[src/rtl/escalonador_display_pkg.sv]
// Shared types and constants for the multiplexed 4-digit display scheduler.
package escalonador_display_pkg;

  localparam int unsigned SEG_W      = 7;
  localparam int unsigned NUM_DIGITS = 4;
  localparam int unsigned IDX_W      = 2;
  localparam int unsigned BUS_W      = SEG_W * NUM_DIGITS;

  typedef enum logic {
    ST_NORMAL = 1'b0,
    ST_ALERT  = 1'b1
  } state_e;

  // Extract the 7-bit field for one digit from a packed 4-digit bus.
  function automatic logic [SEG_W-1:0] pick_digit(input logic [BUS_W-1:0] bus,
                                                  input logic [IDX_W-1:0] idx);
    return bus[32'(idx) * SEG_W +: SEG_W];
  endfunction

  // Active-low one-cold digit enable.
  function automatic logic [NUM_DIGITS-1:0] digit_select(input logic [IDX_W-1:0] idx);
    return ~(NUM_DIGITS'(1) << idx);
  endfunction

endpackage

[src/rtl/escalonador_display_scan_timer.sv]
// Slot counter, digit index and frame tick for the display scan.
module scan_timer
  import escalonador_display_pkg::*;
#(
  parameter int unsigned SCAN_DIV = 1000,
  parameter int unsigned CNT_W    = 10
) (
  input  logic             clock,
  input  logic             reset,
  output logic [CNT_W-1:0] slot_nxt_c,
  output logic [IDX_W-1:0] idx_nxt_c,
  output logic             slot_wrap_c,
  output logic             frame_wrap_c,
  output logic             frame_tick
);

  logic [CNT_W-1:0] slot_q, slot_d;
  logic [IDX_W-1:0] idx_q, idx_d;
  logic             frame_tick_q, frame_tick_d;

  // Next-value outputs let the top register digit/segment data aligned with the counter.
  always_comb begin
    slot_wrap_c  = (slot_q == CNT_W'(SCAN_DIV - 1));
    frame_wrap_c = slot_wrap_c && (idx_q == IDX_W'(NUM_DIGITS - 1));
    slot_d       = slot_wrap_c ? '0 : slot_q + CNT_W'(1);
    idx_d        = slot_wrap_c ? idx_q + IDX_W'(1) : idx_q;
    frame_tick_d = frame_wrap_c;
  end

  assign slot_nxt_c = slot_d;
  assign idx_nxt_c  = idx_d;
  assign frame_tick = frame_tick_q;

  always_ff @(posedge clock or posedge reset) begin
    if (reset) begin
      slot_q       <= '0;
      idx_q        <= '0;
      frame_tick_q <= 1'b0;
    end else begin
      slot_q       <= slot_d;
      idx_q        <= idx_d;
      frame_tick_q <= frame_tick_d;
    end
  end

endmodule

[src/rtl/escalonador_display.sv]
// 4-digit multiplexed display scheduler with frame-aligned alert override and blinking.
module escalonador_display
  import escalonador_display_pkg::*;
#(
  parameter int unsigned SCAN_DIV     = 1000,
  parameter int unsigned BLANK        = 16,
  parameter int unsigned ALERT_FRAMES = 250,
  parameter int unsigned BLINK_FRAMES = 64
) (
  input  logic                  clock,
  input  logic                  reset,
  input  logic [BUS_W-1:0]      norm_seg,
  input  logic [BUS_W-1:0]      alert_seg,
  input  logic                  alert_req,
  input  logic                  blink_en,
  output logic [NUM_DIGITS-1:0] digito,
  output logic [SEG_W-1:0]      segmentos,
  output logic                  source,
  output logic                  alert_ack,
  output logic                  frame_tick
);

  localparam int unsigned CNT_W  = (SCAN_DIV > 1) ? $clog2(SCAN_DIV) : 1;
  localparam int unsigned FCNT_W = (ALERT_FRAMES > 1) ? $clog2(ALERT_FRAMES) : 1;
  localparam int unsigned BCNT_W = (BLINK_FRAMES > 1) ? $clog2(BLINK_FRAMES) : 1;

  logic [CNT_W-1:0] slot_nxt_c;
  logic [IDX_W-1:0] idx_nxt_c;
  logic             slot_wrap_c;
  logic             frame_wrap_c;

  state_e                state_q, state_d;
  logic                  pending_q, pending_d;
  logic [FCNT_W-1:0]     fcnt_q, fcnt_d;
  logic [BUS_W-1:0]      alert_lat_q, alert_lat_d;
  logic                  phase_q, phase_d;
  logic [BCNT_W-1:0]     bcnt_q, bcnt_d;
  logic                  blank_frame_q, blank_frame_d;
  logic                  init_q, init_d;
  logic [NUM_DIGITS-1:0] dig_q, dig_d;
  logic [SEG_W-1:0]      seg_q, seg_d;
  logic                  source_q, source_d;
  logic                  ack_q, ack_d;

  scan_timer #(
    .SCAN_DIV(SCAN_DIV),
    .CNT_W   (CNT_W)
  ) u_scan_timer (
    .clock       (clock),
    .reset       (reset),
    .slot_nxt_c  (slot_nxt_c),
    .idx_nxt_c   (idx_nxt_c),
    .slot_wrap_c (slot_wrap_c),
    .frame_wrap_c(frame_wrap_c),
    .frame_tick  (frame_tick)
  );

  // Alert/blink decisions are taken only on the frame-wrap cycle, so a frame never mixes sources.
  always_comb begin
    state_d       = state_q;
    pending_d     = pending_q | alert_req;
    fcnt_d        = fcnt_q;
    alert_lat_d   = alert_lat_q;
    phase_d       = phase_q;
    bcnt_d        = bcnt_q;
    blank_frame_d = blank_frame_q;
    init_d        = 1'b0;
    seg_d         = seg_q;
    ack_d         = 1'b0;

    if (frame_wrap_c) begin
      if (pending_q) begin
        state_d     = ST_ALERT;
        fcnt_d      = '0;
        alert_lat_d = alert_seg;
        ack_d       = 1'b1;
        pending_d   = alert_req;
      end else if (state_q == ST_ALERT) begin
        if (fcnt_q == FCNT_W'(ALERT_FRAMES - 1)) begin
          state_d = ST_NORMAL;
          fcnt_d  = '0;
        end else begin
          fcnt_d = fcnt_q + FCNT_W'(1);
        end
      end

      if (!blink_en) begin
        phase_d = 1'b1;
        bcnt_d  = '0;
      end else if (bcnt_q == BCNT_W'(BLINK_FRAMES - 1)) begin
        phase_d = ~phase_q;
        bcnt_d  = '0;
      end else begin
        bcnt_d = bcnt_q + BCNT_W'(1);
      end

      blank_frame_d = (state_d == ST_NORMAL) && !phase_d;
    end

    // First cycle after reset loads digit 0 while it is still blanked.
    if (init_q) begin
      seg_d = pick_digit(norm_seg, IDX_W'(0));
    end else if (slot_wrap_c) begin
      seg_d = pick_digit((state_d == ST_ALERT) ? alert_lat_d : norm_seg, idx_nxt_c);
    end

    dig_d    = ((slot_nxt_c < CNT_W'(BLANK)) || blank_frame_d) ? '1 : digit_select(idx_nxt_c);
    source_d = (state_d == ST_ALERT);
  end

  always_ff @(posedge clock or posedge reset) begin
    if (reset) begin
      state_q       <= ST_NORMAL;
      pending_q     <= 1'b0;
      fcnt_q        <= '0;
      alert_lat_q   <= '0;
      phase_q       <= 1'b1;
      bcnt_q        <= '0;
      blank_frame_q <= 1'b0;
      init_q        <= 1'b1;
      dig_q         <= '1;
      seg_q         <= '0;
      source_q      <= 1'b0;
      ack_q         <= 1'b0;
    end else begin
      state_q       <= state_d;
      pending_q     <= pending_d;
      fcnt_q        <= fcnt_d;
      alert_lat_q   <= alert_lat_d;
      phase_q       <= phase_d;
      bcnt_q        <= bcnt_d;
      blank_frame_q <= blank_frame_d;
      init_q        <= init_d;
      dig_q         <= dig_d;
      seg_q         <= seg_d;
      source_q      <= source_d;
      ack_q         <= ack_d;
    end
  end

  assign digito    = dig_q;
  assign segmentos = seg_q;
  assign source    = source_q;
  assign alert_ack = ack_q;

endmodule

[config.mk]
export PLATFORM = sky130hd
export DESIGN_NAME = escalonador_display
export DESIGN_NICKNAME = d
export VERILOG_FILES = /design/src/rtl/escalonador_display_pkg.sv /design/src/rtl/escalonador_display_scan_timer.sv /design/src/rtl/escalonador_display.sv
export SDC_FILE = /design/constraint.sdc
export NUM_CORES = 1
export LEC_CHECK = 0
export ABC_AREA = 1
export BUFFER_PORTS_ARGS = -buffer_cell sky130_fd_sc_hd__buf_2
export CAP_MARGIN = 20
export CORE_MARGIN = 2
export CORE_UTILIZATION = 30
export CTS_CLUSTER_DIAMETER = 60
export DETAILED_ROUTE_END_ITERATION = 8
export SYNTH_ARGS = -nofsm -noshare
export SYNTH_HDL_FRONTEND = slang
export SYNTH_HIERARCHICAL = 1
export SYNTH_SLANG_ARGS = --single-unit
[constraint.sdc]
create_clock -name clock -period 2.4 [get_ports clock]
set_clock_uncertainty 0.15 [all_clocks]
set_input_delay 0.36 -clock clock [delete_from_list [all_inputs] [get_ports clock]]
set_output_delay 0.36 -clock clock [all_outputs]
set_load 0.02 [all_outputs]
* Yosys cells after proc, flatten, opt, wreduce, memory -nomap -nowiden
Index checks and enable logic that the tools add are counted.
Cells by class: magnitude comparators 1, multipliers 1, equality and inequality tests 4, bitwise gates (word level) 4, muxes and demuxes 26, reductions and logical operators 7, shifts and indexed selects 2, add/sub/neg operators 4
Operator list (count):
- two-way mux 28 bit | 3
- variable part select 28 x 6 -> 7 bit | 1
- two-way mux 8 bit | 3
- two-way mux 7 bit | 2
- two-way mux 1 bit | 13
- two-way mux 6 bit | 2
- adder 10 x 1 -> 10 bit (second input constant) | 1
- equality test 10 bit (second input constant) | 1
- < comparator 10 x 5 -> 1 bit (second input constant) | 1
- two-way mux 10 bit | 1
- adder 8 x 1 -> 8 bit (second input constant) | 1
- equality test 8 bit (second input constant) | 1
- adder 6 x 1 -> 6 bit (second input constant) | 1
- equality test 6 bit (second input constant) | 1
- multiplier 2 x 3 -> 5 bit (second input constant) | 1
- two-way mux 4 bit | 1
- NOT 4 bit | 1
- nonzero test 2 bit | 2
- << shifter 1 x 2 -> 4 bit (first input constant) | 1
- adder 2 x 1 -> 2 bit (second input constant) | 1
- equality test 2 bit (second input constant) | 1
- logical AND 1 bit | 2
- two-way mux 2 bit | 1
- NOT 1 bit | 2
- 4 further kinds | 4
Word-level totals: register bits 72, output and inout port bits 14, word-level logic and storage cells 63, input bits 60

* Longest topological paths before layout
depth after elaboration 10, gate-level depth with buffers 18, mapped depth without buffers 17

* Hierarchy
The synthesis kept the hierarchy.
Modules (own cells, without submodules):
- escalonador_display | area each 3510.9 um^2, instances 1, cells an instance 490, seq. area each 1483.9 um^2
- scan_timer | area each 661.9 um^2, instances 1, cells an instance 81, seq. area each 325.3 um^2

* Worst setup path after synthesis
No wires, ideal clock.
kind reg-to-reg, from register u_scan_timer.slot_q[0], to register seg_q[0], in the netlist segmentos[0], path buffers 1, setup time 65 ps, stages on the path, launching flop included 18, period minus slack after synthesis 2183 ps, arrival time 1968 ps, slack 217 ps, data required time 2185 ps, cell sequence dfrtp_1 -> ha_1 -> nand3_2 -> clkinv_2 -> nand3_4 -> clkinv_4 -> nand2_1 -> nand2_1 -> nor2_2 -> buf_4 -> nand3_2 -> nand2_1 -> clkinv_1 -> nand2_1 -> nand2_1 -> nand3_1 -> nand2_1 -> nand2_1
Between the ends: elaborated cells between the ends (all ways) 11, classes of those cells mul: 1; eq/ne: 1; shift: 1; mux: 6; reduce/logical: 2
RTL lines:
- start: declaration | RTL line escalonador_display_scan_timer.sv:17 | logic [CNT_W-1:0] slot_q, slot_d;
- start signal: assignment | RTL line escalonador_display_scan_timer.sv:40 | slot_q <= slot_d;
- equality test 10 bit | RTL line escalonador_display_scan_timer.sv:23 | slot_wrap_c = (slot_q == CNT_W'(SCAN_DIV - 1));
- via slot_wrap_c | RTL line escalonador_display.sv:29 | logic slot_wrap_c;
- two-way mux 2 bit | RTL line escalonador_display_scan_timer.sv:26 | idx_d = slot_wrap_c ? idx_q + IDX_W'(1) : idx_q;
- via idx_nxt_c[0] | RTL line escalonador_display.sv:28 | logic [IDX_W-1:0] idx_nxt_c;
- multiplier 2 x 3 -> 5 bit | RTL line escalonador_display_pkg.sv:17 | return bus[32'(idx) * SEG_W +: SEG_W];
- variable part select 28 x 6 -> 7 bit | RTL line escalonador_display_pkg.sv:17
- two-way mux 7 bit | RTL line escalonador_display.sv:103 | end else if (slot_wrap_c) begin
- two-way mux 7 bit | RTL line escalonador_display.sv:101 | if (init_q) begin
- end signal: assignment | RTL line escalonador_display.sv:135 | seg_q <= seg_d;
- end: declaration | RTL line escalonador_display.sv:41 | logic [SEG_W-1:0] seg_q, seg_d;
The timed path passes the listed nets, and every way through them passes these cells. The select of a mux whose other input is x is not followed. A chain may end at the register's enable or synchronous reset.

* Final worst setup path
from register u_scan_timer.slot_q[1], to register seg_q[4], in the netlist segmentos[4]
The elaborated chain is that of the path after synthesis.

==> results.md <==
Outcome:
- The run finished with clean final reports.

Clock network:
- TritonCTS built the clock tree.
- For this design, the sink count on the clock tree is 72.
- The clock passes through at most 2 buffers.
- In this run the clock root is driven by a sky130_fd_sc_hd__clkbuf_16.
- The H-tree depth is 3.
- The clock input transition at the sequential cells of the worst setup and hold paths is 0.06 ns.
- The clock network latency to the later pin of the worst-skew pair is 0.34 ns.
- The number of CTS-inserted buffers is 9.

Place:
- The post-placement setup slack is -0.0319 ns.
- The area of placed instances is 4820 µm².
- The placed wire-length estimate after detailed placement is 7460 µm.
- During placement, the flow inserted port buffers numbering 73.
- The last weighted congestion value of the routability-driven placer is 0.815.

Critical path:
- The nature of the critical path endpoint is a register.
- The register-to-register path setup slack is 0.17 ns.
- The required time of the worst setup path is 2.48 ns.
- In this run the worst path has a maximum fanout of 9.
- The category of the worst setup path launch point is a register.
- STA puts the critical path data arrival time at 2.31 ns.
- The worst setup path is of the register to register kind.

Synthesis:
- The cell area after technology mapping is 4170 µm².
- The number of cells produced by synthesis is 571.
- The share of synthesized area occupied by flip-flops and latches is 0.434.
- Of all cell types, the one taking the most synthesized area is sky130_fd_sc_hd__dfrtp_1.
- Counting distinct cell types in the post-synthesis netlist gives 37.
- The share of Yosys cell area claimed by the top area cell type is 0.396.
- Counting instances in the post-synthesis netlist gives the leading cell types as 184 x sky130_fd_sc_hd__nand2_1, 95 x sky130_fd_sc_hd__inv_1, 66 x sky130_fd_sc_hd__dfrtp_1, 49 x sky130_fd_sc_hd__nand3_1, 44 x sky130_fd_sc_hd__nor2_1.
- Among all cell types in the netlist, the one instantiated most often is sky130_fd_sc_hd__nand2_1.
- The number of synthesized flops with an enable pin is 0.
- Counting flops and latches in the post-synthesis netlist gives 72.
- After synthesis, the mean cell area works out to 7.31 µm².
- The most frequently used flop master after synthesis is sky130_fd_sc_hd__dfrtp_1.
- The count of warnings emitted by yosys is 6.
- The share of synthesized registers carrying an async set or reset is 1.00.
- The post-synth net total is 636.
- Yosys attributes the largest share of cell area to sky130_fd_sc_hd__dfrtp_1 40%, sky130_fd_sc_hd__nand2_1 17%, sky130_fd_sc_hd__inv_1 8.5%.

Timing:
- Setup violations remaining at the end of the flow were counted as 0.
- The final setup slack of the worst path is 0.174 ns.
- The count of final max-slew check failures is 0.
- For the finished layout, the period the worst path requires is 2.23 ns.
- The final worst hold slack is 0.0935 ns.
- The summed negative setup slack over all endpoints is 0 ns.
- Setup repair after global routing could not meet its margin everywhere.
- The period utilization is 0.928.
- The count of final hold-check violations is 0.
- For this run, the top clock speed supported by timing is 449 MHz.

Cells and area:
- The share of cells above drive strength 1 is 0.249.
- The final instance area is 5270 µm².
- The area growth from synthesis to layout is 26.4%.
- The final-stage net count is 738.
- The repair_antennas step left the layout with diodes totalling 0.

Drt:
- Detailed routing inserted a total of 3,708 vias.
- In the final routed layout, each cell accounts on average for 12.0 µm.
- The final layout contains routed wiring with a total length of 10,300 µm.
- The remaining routing DRC violations is 0.
- The remaining antenna violation count after routing is 0.
- The number of detailed-routing iterations run before antenna repair is 4.
- After the first detailed-routing iteration, the DRC count stood at 234.
- Using the TritonRoute via totals, the vias-per-cell ratio works out to 4.32.

Hold path:
- The class of the most critical hold timing path is input port to register.

GRT:
- Entering global routing, the biggest net connects 55 pins.
- The remaining global-route overflow is 0.
- The first global-routing pass estimated 17,100 µm of wire.
- The via count of the first global-routing pass came to 3,635.
- The total routing resource utilization after global routing is 0.150.
- The number of antenna violations at the first check in global routing was 0.

Floorplan:
- The floorplan has 43 rows.
- The initial standard-cell utilization of the core is 0.304.
- The area of the core is 13,700 µm².
- The die is 122 µm wide.
- The I/O pin count is 74.
- The die area is 14,900 µm².
- The die is 122 µm tall.

Pwr:
- Dividing total power by cell area gives a power density of 526 nW/µm².
- The overall power after layout is 2.78 mW.
- The leakage dissipation is 2.88 nW.
- IR analysis of the VDD net gives a maximum drop of 0.000359 V.

Job:
- Across the run, the number of max-cap violations was 0.
==> sequential cells by signal (all words and copies together), names as in the netlist <==
| register | count |
|---|---|
| u_scan_timer/slot_q | 10 |
| alert_ack | 1 |
| blank_frame_q | 1 |
| fcnt_q | 8 |
| bcnt_q | 6 |
| u_scan_timer/frame_tick | 1 |
| phase_q | 1 |
| segmentos | 7 |
| init_q | 1 |
| alert_lat_q | 28 |
| digito | 4 |
| u_scan_timer/idx_q | 2 |
| source | 1 |
| pending_q | 1 |
==> worst max-delay path, cell delays in order (launching register included) <==
cell                       delay, ns
sky130_fd_sc_hd__dfrtp_1        0.39
sky130_fd_sc_hd__ha_2           0.19
sky130_fd_sc_hd__nand3_2        0.07
sky130_fd_sc_hd__clkinv_2       0.06
sky130_fd_sc_hd__nand3_4        0.13
sky130_fd_sc_hd__clkinv_4       0.09
sky130_fd_sc_hd__nand2_2        0.08
sky130_fd_sc_hd__nand2_4        0.09
sky130_fd_sc_hd__inv_2          0.08
sky130_fd_sc_hd__nor2_4         0.04
sky130_fd_sc_hd__buf_12         0.13
sky130_fd_sc_hd__buf_4          0.15
sky130_fd_sc_hd__nand2_1        0.05
sky130_fd_sc_hd__nand4_1        0.10
sky130_fd_sc_hd__nand2_1        0.08
sky130_fd_sc_hd__nand3_1        0.08
sky130_fd_sc_hd__nand2_1        0.08
sky130_fd_sc_hd__nand2_1        0.05
==> logic make-up (layout without fill, tap and decap cells) <==
| family | count (synthesis) | count (layout) | share of synthesized area |
|---|---|---|---|
| fa+ha+maj | 5 | 5 | 0.0150 |
| xor+xnor | 3 | 3 | 0.00630 |
| compound gates | 43 | 43 | 0.0702 |
| buf+inv | 125 | 232 | 0.132 |
| simple gates | 322 | 322 | 0.342 |
| other cells | 1 | 1 | 0.000899 |
| flops | 72 | 72 | 0.434 |
==> stage by stage <==
stage	utilization	std cells
2_1_floorplan	-	571
3_3_place_gp	0.351	830
3_5_place_dp	0.351	830
4_1_cts	0.374	847
5_1_grt	0.384	858
6_report	0.384	858
==> cells in the final DEF (no fill, tap or decap), types with 4 or more instances in the layout <==
cell type and count:
sky130_fd_sc_hd__inv_1 94, sky130_fd_sc_hd__nand4_1 14, sky130_fd_sc_hd__o21a_1 21, sky130_fd_sc_hd__o21ai_1 4, sky130_fd_sc_hd__nor2_1 43, sky130_fd_sc_hd__a21oi_1 9, sky130_fd_sc_hd__nand2_2 9, sky130_fd_sc_hd__ha_1 4
sky130_fd_sc_hd__and2_1 7, sky130_fd_sc_hd__buf_4 26, sky130_fd_sc_hd__dfrtp_1 66, sky130_fd_sc_hd__clkbuf_16 9, sky130_fd_sc_hd__dfstp_2 6, sky130_fd_sc_hd__nand3_2 5, sky130_fd_sc_hd__nor2_2 4, sky130_fd_sc_hd__nor2_4 4
sky130_fd_sc_hd__clkinv_2 4, sky130_fd_sc_hd__nand3_1 49, sky130_fd_sc_hd__inv_2 11, sky130_fd_sc_hd__buf_2 73, sky130_fd_sc_hd__nand2_1 179
==> repair_timing <==
item / in CTS / in global routing
pin swaps: 0 / 2
gates resized for setup: 1 / 14
cloned: 0 / 1
endpoints found under the hold margin: 18 / 0
hold buffers: 1 / 0
buffers inserted: 0 / 10
setup endpoints to repair: 6 / 15
==> path summary, 6_finish.rpt <==
| path | start | to | cells past startpoint |
|---|---|---|---|
| worst min-delay path | alert_seg[13] | alert_lat_q[13] | 2 |
| worst max-delay path | u_scan_timer/slot_q[1] | segmentos[4] | 17 |
| min in group asynchronous | reset | fcnt_q[4] | 3 |
| worst min register to register | segmentos[0] | segmentos[0] | 2 |
| max in group asynchronous | reset | digito[0] | 4 |
| worst max register to register | u_scan_timer/slot_q[1] | segmentos[4] | 17 |
==> where the power goes <==
group,internal (mW),total [mW],switching [mW]
Sequential,1.23,1.24,0.00853
Combinational,0.0688,0.172,0.103
Clock,0.858,1.37,0.508
Total,2.16,2.78,0.619
==> cell type report <==
class | count | area, µm²
fillers | 1448 | 8450
multi-input cells | 374 | 1850
flip-flops and latches | 72 | 1810
repair buffers | 106 | 664
inverters | 109 | 420
clock buffers | 13 | 260
well taps | 180 | 225
clock inverters | 3 | 40.0
repair inverters | 1 | 5.00
==> routing by layer <==
layer / track usage / part of all wire
met1: 0.187 / 0.46
met2: 0.250 / 0.48
met3: 0.0398 / 0.036
met4: 0.0532 / 0.018
met5: 0 / 0
Note: power is estimated with default switching activity, not from simulation.
